### config.mk
export PLATFORM = sky130hd
export DESIGN_NAME = battleship_board
export DESIGN_NICKNAME = d
export VERILOG_FILES = /design/src/rtl/battleship_board.sv
export SDC_FILE = /design/constraint.sdc
export NUM_CORES = 1
export LEC_CHECK = 0
export CORE_MARGIN = 2
export CORE_UTILIZATION = 55
export CTS_BUF_LIST = sky130_fd_sc_hd__clkbuf_4 sky130_fd_sc_hd__clkbuf_8
export DETAILED_ROUTE_END_ITERATION = 10
export PLACE_DENSITY = 0.89
export SYNTH_ARGS = -nofsm -noshare
export SYNTH_HDL_FRONTEND = slang
export SYNTH_SLANG_ARGS = --single-unit
### constraint.sdc
create_clock -name clk -period 8.91 [get_ports clk]
set_input_delay 1.782 -clock clk [delete_from_list [all_inputs] [get_ports clk]]
set_output_delay 1.782 -clock clk [all_outputs]
set_load 0.02 [all_outputs]
### src/rtl/battleship_board.sv
// battleship_board: N x N Battleship board-state engine.
// Owns ship/shot matrices, places ships, scores shots.
//
// Params : N (board side, 2..16), MAX_SHOTS (shot budget)
// Inputs : clk, rst (async, active-high), clear,
//          place_valid/place_row/place_col, start,
//          fire_valid/fire_row/fire_col
// Outputs: fire_ready, result_valid/hit/repeat/oob,
//          matriz_barcos (N*N), matriz_disparos (2*N*N),
//          ships_left, game_over, game_lost
// Option : BOARD_SHOT_LIMIT_EN enables the MAX_SHOTS budget.
module battleship_board #(
  parameter int N         = 5,
  parameter int MAX_SHOTS = 15
) (
  input  logic                       clk,
  input  logic                       rst,
  input  logic                       clear,
  input  logic                       place_valid,
  input  logic [$clog2(N)-1:0]       place_row,
  input  logic [$clog2(N)-1:0]       place_col,
  input  logic                       start,
  input  logic                       fire_valid,
  output logic                       fire_ready,
  input  logic [$clog2(N)-1:0]       fire_row,
  input  logic [$clog2(N)-1:0]       fire_col,
  output logic                       result_valid,
  output logic                       result_hit,
  output logic                       result_repeat,
  output logic                       result_oob,
  output logic [N*N-1:0]             matriz_barcos,
  output logic [2*N*N-1:0]           matriz_disparos,
  output logic [$clog2(N*N+1)-1:0]   ships_left,
  output logic                       game_over,
  output logic                       game_lost
);

  localparam int IW = $clog2(N*N);
  localparam int CW = $clog2(N*N+1);

  typedef enum logic [1:0] {
    SETUP = 2'd0,
    PLAY  = 2'd1,
    OVER  = 2'd2
  } state_t;

  state_t state_q;
  state_t state_d;

  logic          p_in;
  logic [IW-1:0] p_idx;
  logic          p_ok;

  logic          fire_acc;
  logic          f_in;
  logic [IW-1:0] f_idx;
  logic [1:0]    f_code;
  logic          f_ship;
  logic          f_new;
  logic          f_hit;
  logic          sink;
  logic          lose;

  assign fire_ready = (state_q == PLAY);

  // Placement decode
  assign p_in  = (32'(place_row) < N) &&
                 (32'(place_col) < N);
  assign p_idx = IW'(32'(place_row) * N +
                     32'(place_col));
  assign p_ok  = (state_q == SETUP) && place_valid &&
                 p_in && !matriz_barcos[p_idx];

  // Shot decode; reads are gated so an off-board
  // coordinate never indexes past the matrices
  assign fire_acc = fire_valid && fire_ready && !clear;
  assign f_in  = (32'(fire_row) < N) &&
                 (32'(fire_col) < N);
  assign f_idx = IW'(32'(fire_row) * N +
                     32'(fire_col));
  assign f_code = f_in ?
    matriz_disparos[{f_idx, 1'b0} +: 2] : 2'd0;
  assign f_ship = f_in && matriz_barcos[f_idx];
  assign f_new  = f_in && (f_code == 2'd0);
  assign f_hit  = f_new && f_ship;
  assign sink   = fire_acc && f_hit &&
                  (ships_left == CW'(1));

`ifdef BOARD_SHOT_LIMIT_EN
  localparam int SW = $clog2(MAX_SHOTS+1);

  logic [SW-1:0] shots_taken;

  // A sinking shot takes precedence over the budget
  assign lose = fire_acc && f_new && !sink &&
                (32'(shots_taken) + 1 == MAX_SHOTS);

  always_ff @(posedge clk or posedge rst) begin
    if (rst) begin
      shots_taken <= '0;
      game_lost   <= 1'b0;
    end else if (clear) begin
      shots_taken <= '0;
      game_lost   <= 1'b0;
    end else if (fire_acc && f_new) begin
      shots_taken <= shots_taken + SW'(1);
      if (lose)
        game_lost <= 1'b1;
    end
  end
`else
  logic unused_max_shots;

  assign unused_max_shots = (MAX_SHOTS != 0);
  assign lose      = 1'b0;
  assign game_lost = 1'b0;
`endif

  always_ff @(posedge clk or posedge rst) begin
    if (rst)
      state_q <= SETUP;
    else
      state_q <= state_d;
  end

  always_comb begin
    state_d = state_q;
    if (clear) begin
      state_d = SETUP;
    end else begin
      unique case (state_q)
        SETUP:
          if (start && (ships_left != '0))
            state_d = PLAY;
        PLAY:
          if (sink || lose)
            state_d = OVER;
        OVER:
          state_d = OVER;
        default:
          state_d = SETUP;
      endcase
    end
  end

  always_ff @(posedge clk or posedge rst) begin
    if (rst) begin
      matriz_barcos   <= '0;
      matriz_disparos <= '0;
      ships_left      <= '0;
      result_valid    <= 1'b0;
      result_hit      <= 1'b0;
      result_repeat   <= 1'b0;
      result_oob      <= 1'b0;
      game_over       <= 1'b0;
    end else if (clear) begin
      matriz_barcos   <= '0;
      matriz_disparos <= '0;
      ships_left      <= '0;
      result_valid    <= 1'b0;
      result_hit      <= 1'b0;
      result_repeat   <= 1'b0;
      result_oob      <= 1'b0;
      game_over       <= 1'b0;
    end else begin
      result_valid  <= fire_acc;
      result_hit    <= 1'b0;
      result_repeat <= 1'b0;
      result_oob    <= 1'b0;
      if (p_ok) begin
        matriz_barcos[p_idx] <= 1'b1;
        ships_left <= ships_left + CW'(1);
      end
      if (fire_acc) begin
        result_oob    <= !f_in;
        result_repeat <= f_in && !f_new;
        result_hit    <= f_new ? f_ship :
                         (f_code == 2'd2);
        if (f_new) begin
          matriz_disparos[{f_idx, 1'b0} +: 2] <=
            f_ship ? 2'd2 : 2'd1;
          if (f_ship)
            ships_left <= ships_left - CW'(1);
        end
        if (sink)
          game_over <= 1'b1;
      end
    end
  end

endmodule

Yosys cells after proc, flatten, opt, wreduce, memory -nomap -nowiden. Cells that the tools add are included. Widths: inputs -> output; s select.

Output and inout bits: 87. Flip-flop bits (word level): 87. Logic and storage cells: 96. Input bits: 18.

Reduce and logical (&&, ||, !) cells: 29. Muxes and demuxes: 34. Bitwise operators: 1. Shift operators: 3. Multiply operators: 2. Magnitude comparators: 7. Equal/unequal tests: 6. Add/subtract/negate cells: 5.

Operator list (number): $mux 50 (3); $bwmux 50 (1); $mux 25 (2); $shift 2x8->50 const A (1); $shiftx 2x8->50 (1); $shiftx 50x7->2 (1); $mux 5 (5); $or 25x25->25 (1); $logic_and 1x1->1 (15); $mux 1 (14); $lt 3x3->1 const B (4); $lt 5x6->1 const B (2); $add 5x3->5 (2); $bmux 1 s5 (2); $mul 3x3->5 const B (2); $mux 2 (5); $neg 6->8 (1); $reduce_bool 2->1 (4); $ne 3x2->1 const B (2); $pmux 2 s3 (1); $reduce_and 2->1 (3); $add 5x1->5 const B (1); $demux 1 s5 (1); $eq 5x1->1 const B (1); 7 further kinds (12).

Longest topological paths before layout. Gate-level depths: netlist of run 1.

Depth in word-level cells: 12. Depth in mapped cells: 14. Mapped depth without buffers: 12.

Least setup slack after synthesis of run 1. Ideal clock, no wire load.

Path type: input-to-reg. Start point: in fire_row[0]. End point: reg ships_left[3]. Stages: 12. Setup time: 128 ps. Path buffers: 1. Arrival time: 5041 ps. Path slack: 3741 ps. Required time: 8782 ps. Path through: ha_1 ha_1 inv_1 fa_1 xor2_1 buf_2 a41o_1 nand3_1 a2111oi_4 nor2_1 a41oi_1 mux2_1.

Longest elaborated chain between the ends: 9. Elaborated cells on any way between the ends: 15. Classes of those cells: add/sub (1); mul (1); order compare (1); shift (1); mux (7); reduce/logical (4).

Ends and longest elaborated chain: start, declared (line 25) `input logic [$clog2(N)-1:0] fire_row,`; $mul 3x3->5 (line 79) `assign f_idx = IW'(32'(fire_row) * N +`; $add 5x3->5 (line 79); $shiftx 50x7->2 / $bmux 1 s5 (equally long branches) (line 82, 83); $mux 2 / $mux 1 (equally long branches) (line 81, 83); $logic_not 2->1 / $logic_and 1x1->1 (equally long branches) (line 84, 83); $logic_and 1x1->1 / $mux 5 (equally long branches) (line 84, 182); $mux 5 (*) (line 179) `if (f_new) begin`; $mux 5 (*) (line 174) `if (fire_acc) begin`; $mux 5 (*) (line 156) `end else if (clear) begin`; end signal, assigned (line 172) `ships_left <= ships_left + CW'(1);`; end signal, assigned (line 183) `ships_left <= ships_left - CW'(1);`; end, declared (line 33) `output logic [$clog2(N*N+1)-1:0] ships_left,`.

Every way passes the cells marked *; elsewhere a longest branch is shown, timed or not. The select of a mux whose other input is x is not followed. A chain may end at the register's enable or synchronous reset.

Final worst setup path of run 1.
Start point: in fire_row[2]. End point: reg matriz_disparos[43].

Longest elaborated chain between the ends: 11. Elaborated cells on any way between the ends: 21. Classes of those cells: add/sub (2); mul (1); order compare (1); shift (3); mux (8); reduce/logical (6).

Ends and longest elaborated chain: $mul 3x3->5 (line 79); $add 5x3->5 (line 79); $bmux 1 s5 (line 83) `assign f_ship = f_in && matriz_barcos[f_idx];`; $mux 1 (implied by the code) (line 83); $logic_and 1x1->1 (line 83); $mux 2 (line 181) `f_ship ? 2'd2 : 2'd1;`; $shiftx 2x8->50 (line 180) `matriz_disparos[{f_idx, 1'b0} +: 2] <=`; $bwmux 50 (line 180); $mux 50 (line 179); $mux 50 (line 174); $mux 50 (line 156); end signal, assigned by index (line 180); end, declared (line 32) `output logic [2*N*N-1:0] matriz_disparos,`.

Several ways; a longest one is shown, not always the timed one. The select of a mux whose other input is x is not followed.

==> results of run 1 <==
placed cells by master, fill, tap and decap left out, types with 20 or more instances in the layout:
master           netlist  routed
a21oi_1               46      46
clkdlybuf4s50_1        0     102
dfrtp_1               87      87
ha_1                  23      23
mux2i_1               32      32
mux4_2                20      20
nand2_1               40      40
nand2b_1              27      27
nand3_1               29      29
nor2_1                60      60
cell usage after synthesis (all sizes together), types with 6 or more instances:
cell	instances
dfrtp	87
nor2	60
a21oi	47
nand2	40
mux2i	32
nand3	29
nand2b	27
ha	23
mux4	22
clkbuf	21
inv	19
buf	17
nor3	16
o21ai	15
a311oi	13
nor2b	8
mux2	7
xnor2	7
a211oi	6
power by group:
group	switching, mW	internal [mW]	total (mW)
registers	0.00958	0.403	0.413
logic	0.198	0.107	0.305
clock network	0.147	0.141	0.288
state kept, by name, indices dropped and copies added, names as in the netlist:
name,count
matriz_disparos,50
matriz_barcos,25
ships_left,5
state_q,2
game_over,1
result_hit,1
result_oob,1
result_repeat,1
result_valid,1
routing by layer:
metal | wire length, microns | part of all wire [%] | vias to the layer above | GRT usage (%)
met3 | 1290 | 8.6 | 56 | 5.31
met5 | 0 | 0 | - | 0
li1 | - | - | 2154 | -
met2 | 7130 | 48 | 318 | 45.4
met1 | 5980 | 40 | 2331 | 39.9
met4 | 550 | 3.7 | 0 | 14.8
worst max-delay path: stages:
cell and delay, ns:
clkdlybuf4s50_1 0.52, ha_1 0.25, ha_1 0.31, inv_1 0.06, fa_1 1.05, nor3b_1 0.68
nand3_1 0.15, o211a_1 0.25, nor3b_2 0.18, buf_4 0.31, nand2b_1 0.35, a21o_1 0.40
mux2i_1 0.20
how the worst max path moves through the flow:
stage / endpoint / slack (ns) / startpoint / depth (start not counted)
3_5_place_dp: matriz_disparos[6] / 2.39 / fire_row[2] / 13
5_1_grt: matriz_disparos[6] / 2.34 / fire_row[2] / 13
4_1_cts: matriz_disparos[6] / 2.76 / fire_row[2] / 13
2_1_floorplan: ships_left[3] / 3.74 / fire_row[0] / 12
3_3_place_gp: matriz_disparos[37] / 2.57 / fire_row[0] / 13
6_report: matriz_disparos[43] / 2.69 / fire_row[2] / 13
final cells by class:
| cell class | instances | area (sq um) |
|---|---|---|
| multi-input combinational | 410 | 3030 |
| fill | 697 | 2960 |
| sequential | 87 | 2180 |
| timing repair buffer | 110 | 1080 |
| tap | 133 | 166 |
| clock buffer | 11 | 145 |
| inverter | 19 | 72.6 |
| clock inverter | 5 | 56.3 |
kinds of logic (layout without fill, tap and decap cells):
logic type / after synthesis / count (layout) / synth area share [%]
xor+xnor: 12 / 12 / 1.93
compound gates: 105 / 105 / 12.5
buf+inv: 57 / 145 / 4.39
simple gates: 206 / 206 / 18.5
fa+ha+maj: 25 / 25 / 6.03
mux: 61 / 61 / 16.5
other cells: 1 / 1 / 0.0689
flops: 87 / 87 / 40.0
==> results.toml, run 1 <==
[critical_path]
crit_path_start_kind = "input pin"
r2r-end = "matriz_disparos[6]"
regToRegStartpoint = "matriz_disparos[7]"
reg2regPathDepth = 8
r2r_slack_ns = 5.59
critPathArrivalTime_ns = 6.51
crit_type = "input pin to flop"
cp_max_fo = 22
critical_path_required_ns = 9.20
cp-end-kind = "flop"

[sta]
period_share_pct = 69.8
fin_ws_ns = 2.69
hold_viol = 0
drv_slew = 0
whs_ns = 0.538
finalSetupViolations = 0
slew-limit-headroom_pct = 26.2
fmax_mhz = 161
worst_pin_slew_ns = 1.10
finalCriticalPeriod_ns = 6.22
rsz0062_at_grt = "false"
fin_skew_ns = 0.0137
tns_ns = 0

[logic_synthesis]
synthArstFlopShare_pct = 100
synth-edff-count = 0
yosys.area.top_type = "dfrtp_1"
synth.distinct_cells = 55
netlist.area_leader.share_pct = 40.0
yosys-top-cells-area = "dfrtp_1, mux4_2, mux2i_1"
yosys_warnings = 0
synth_ff_type = "dfrtp_1"
synth-seq-cells = 87
avgSynthCellArea_sq_um = 9.82
syn_area_sq_um = 5440
ys_seq_area_share_pct = 40.0
syn_nets = 597
syn_inst = 554

[placement]
dp.cells = 759
post_dp_cell_area_sq_um = 6520
gp_congestion = 0.998
io_buffers = 103
dp_hpwl_microns = 10700
dp_worst_setup_slack_ns = 2.39

[route]
drt_pre_antenna_iters = 6
viasPerCell = 6.27
route.detailed.drc = 0
routedWlPerCell_microns = 19.3
routed_wl_microns = 15000
ant_nets = 0
drt_iter0_drc = 484
vias = 4859

[finish]
drive_gt1_share_pct = 9.03
layout.nets = 680
fin_area_sq_um = 6720
utilization_pct = 69.4
num_antenna_cells = 0
fin_cells = 775
area_delta_synth_final_pct = 23.6

[clocking]
cts_root_buf = "clkbuf_8"
post-cts-setup-buffers = 0
clkTransAtPathRegs_ns = 0.09
clk_path_buf_depth = 2
post_cts_resized = 0
clkSinkCount = 87
insertion_delay_ns = 0.37
cts_tree = "built"
cts-hold-fix-buffers = 0
htreeDepth = 3
cts_made_buffers = 9

[worst_hold_path]
holdPathStages = 2
worstHoldStart = "game_over"
worstHoldPathType = "flop to flop"
holdPathEnd = "game_over"

[global_routing]
antenna_found_initial = 0
grt_pass1_wl_microns = 23900
grt_overflow_total = 0
grt_max_degree = 88
grt_pass1_vias = 4743
globalRouteTotalUtil_pct = 29.3

[floorplanning]
initial_core_util_pct = 56.2
rows = 36
die_area_sq_um = 10700
dieWidth_microns = 103
io_pins = 105
die_y_microns = 103
core-area_sq_um = 9680

[status]
status = "finished, final reports clean"

[job]
cap_violations = 0

[power_and_ir_drop]
power_leakage_nw = 2.90
power_mw = 1.00
max-vdd-ir-drop_v = 0.0000987
p_per_area_nw_per_um2 = 149
No activity file was read; power rests on OpenSTA's default activity.
==> run 2: changes to the inputs <==
- CORE_UTILIZATION: 55 -> 54
- PLACE_DENSITY: 0.89 -> 0.88
- clock period: 8.91 -> 6.4 ns (I/O delays scaled with it)
==> results.toml, run 2 (synthesized netlist as in run 1, its figures left out) <==
[finish]
fin_cells = 781
layout_common_cells = "clkdlybuf4s50_1, dfrtp_1, nor2_1, a21oi_1, nand2_1"
final_common_cell = "clkdlybuf4s50_1"
largest-register = "matriz_disparos"
multi_input_area_sq_um = 3030
fill_cells = 739
layout.nets = 686
area_delta_synth_final_pct = 24.8
top_regs = "matriz_disparos: 50 flops, matriz_barcos: 25 flops, ships_left: 5 flops"
register_area_sq_um = 2180
largest_register_ffs = 50
drive_gt1_share_pct = 9.88
num_antenna_cells = 0

[global_routing]
use_met1_pct = 39.3
antenna_found_initial = 0
grt_overflow_total = 0
globalRouteTotalUtil_pct = 29.2
grt_pass1_vias = 4872
grt.busiest_layer = "met2"
use_met2_pct = 47.6
met3_usage_pct = 5.76
grt_pass1_wl_microns = 25300
grt_max_degree = 91

[route]
viasPerCell = 6.26
ant_nets = 0
route.detailed.drc = 0
vias = 4890
routedWlPerCell_microns = 20.1
drt_pre_antenna_iters = 5
drt_iter0_drc = 516
routed_wl_microns = 15700

[critical_path]
cp_max_fo = 20
crit_path_start_kind = "input pin"
regToRegStartpoint = "matriz_disparos[7]"
critPathArrivalTime_ns = 5.82
crit_path_start = "fire_row[0]"
crit_type = "input pin to flop"
r2r_slack_ns = 3.00
cp-end-kind = "flop"
critical_path_required_ns = 6.64

[clocking]
htreeDepth = 3
clkSinkCount = 87
cts_root_buf = "clkbuf_8"
clk_path_buf_depth = 2
cts_tree = "built"
cts_made_buffers = 9
cts-hold-fix-buffers = 0
clkTransAtPathRegs_ns = 0.08
insertion_delay_ns = 0.38
post-cts-setup-buffers = 0
post_cts_resized = 0

[worst_hold_path]
worstHoldPathType = "flop to flop"
worstHoldStart = "game_over"

[floorplanning]
initial_core_util_pct = 55.6
rows = 36
die_y_microns = 104
die_area_sq_um = 10900
dieWidth_microns = 104
io_pins = 105
core-area_sq_um = 9770

[job]
cap_violations = 0

[sta]
rsz0062_at_grt = "false"
whs_ns = 0.541
finalSetupViolations = 0
tns_ns = 0
drv_slew = 0
hold_viol = 0
worst_pin_slew_ns = 1.03
slew-limit-headroom_pct = 30.7
finalCriticalPeriod_ns = 5.58
fmax_mhz = 179
period_share_pct = 87.2
fin_skew_ns = 0.00976

[power_and_ir_drop]
power_mw = 1.46
p_per_area_nw_per_um2 = 215
max-vdd-ir-drop_v = 0.000123
power_leakage_nw = 2.93

[placement]
dp_hpwl_microns = 11200
dp.cells = 765
io_buffers = 103
gp_congestion = 0.918

[status]
status = "finished, final reports clean"
==> run 2: metal layers <==
layer	vias up	wire length [microns]	share of wire, %
li1	2167	-	-
met1	2364	6390	41
met2	311	7490	48
met3	48	1400	8.9
met4	0	446	2.8
met5	-	0	0
==> run 2: worst paths after layout <==
path | cells after the start | endpoint
min in group asynchronous | 2 | ships_left[4]
max | 12 | matriz_disparos[2]
max in group asynchronous | 3 | matriz_barcos[24]
max reg2reg | 8 | matriz_disparos[2]
min | 2 | game_over
min reg2reg | 2 | game_over
==> run 2: area by class of cell <==
type	instances	area share (%)
flip-flops and latches	87	32.1
repair buffers	116	16.5
clock inverters	3	0.995
well taps	133	2.45
inverters	19	1.07
multi-input cells	410	44.6
clock buffers	13	2.27
==> run 2: power by group <==
group          leakage [nW]  internal [mW]  switching, mW
Sequential             1.21          0.561         0.0135
Combinational          1.61          0.156          0.286
Clock                 0.112          0.238          0.204
Total                  2.93          0.955          0.503
==> run 2: through the flow <==
stage | util (%) | setup slack, ns | area, sq um
finish | 69.5 | 0.816 | 6790
CTS | 69.5 | 0.942 | 6790
floorplan | - | 1.73 | 5440
global placement | 67.2 | 0.857 | 6570
global route | 69.5 | 0.596 | 6790
detailed placement | 67.2 | 0.573 | 6570
==> run 2: worst max-delay path, stage by stage <==
cell	delay (ns)
clkdlybuf4s50_1	0.46
ha_1	0.32
ha_1	0.30
inv_1	0.06
fa_1	0.46
xnor2_1	0.82
o31a_1	0.30
nand3_1	0.21
a21oi_2	0.45
and2_1	0.60
a21oi_1	0.16
a311oi_1	0.38
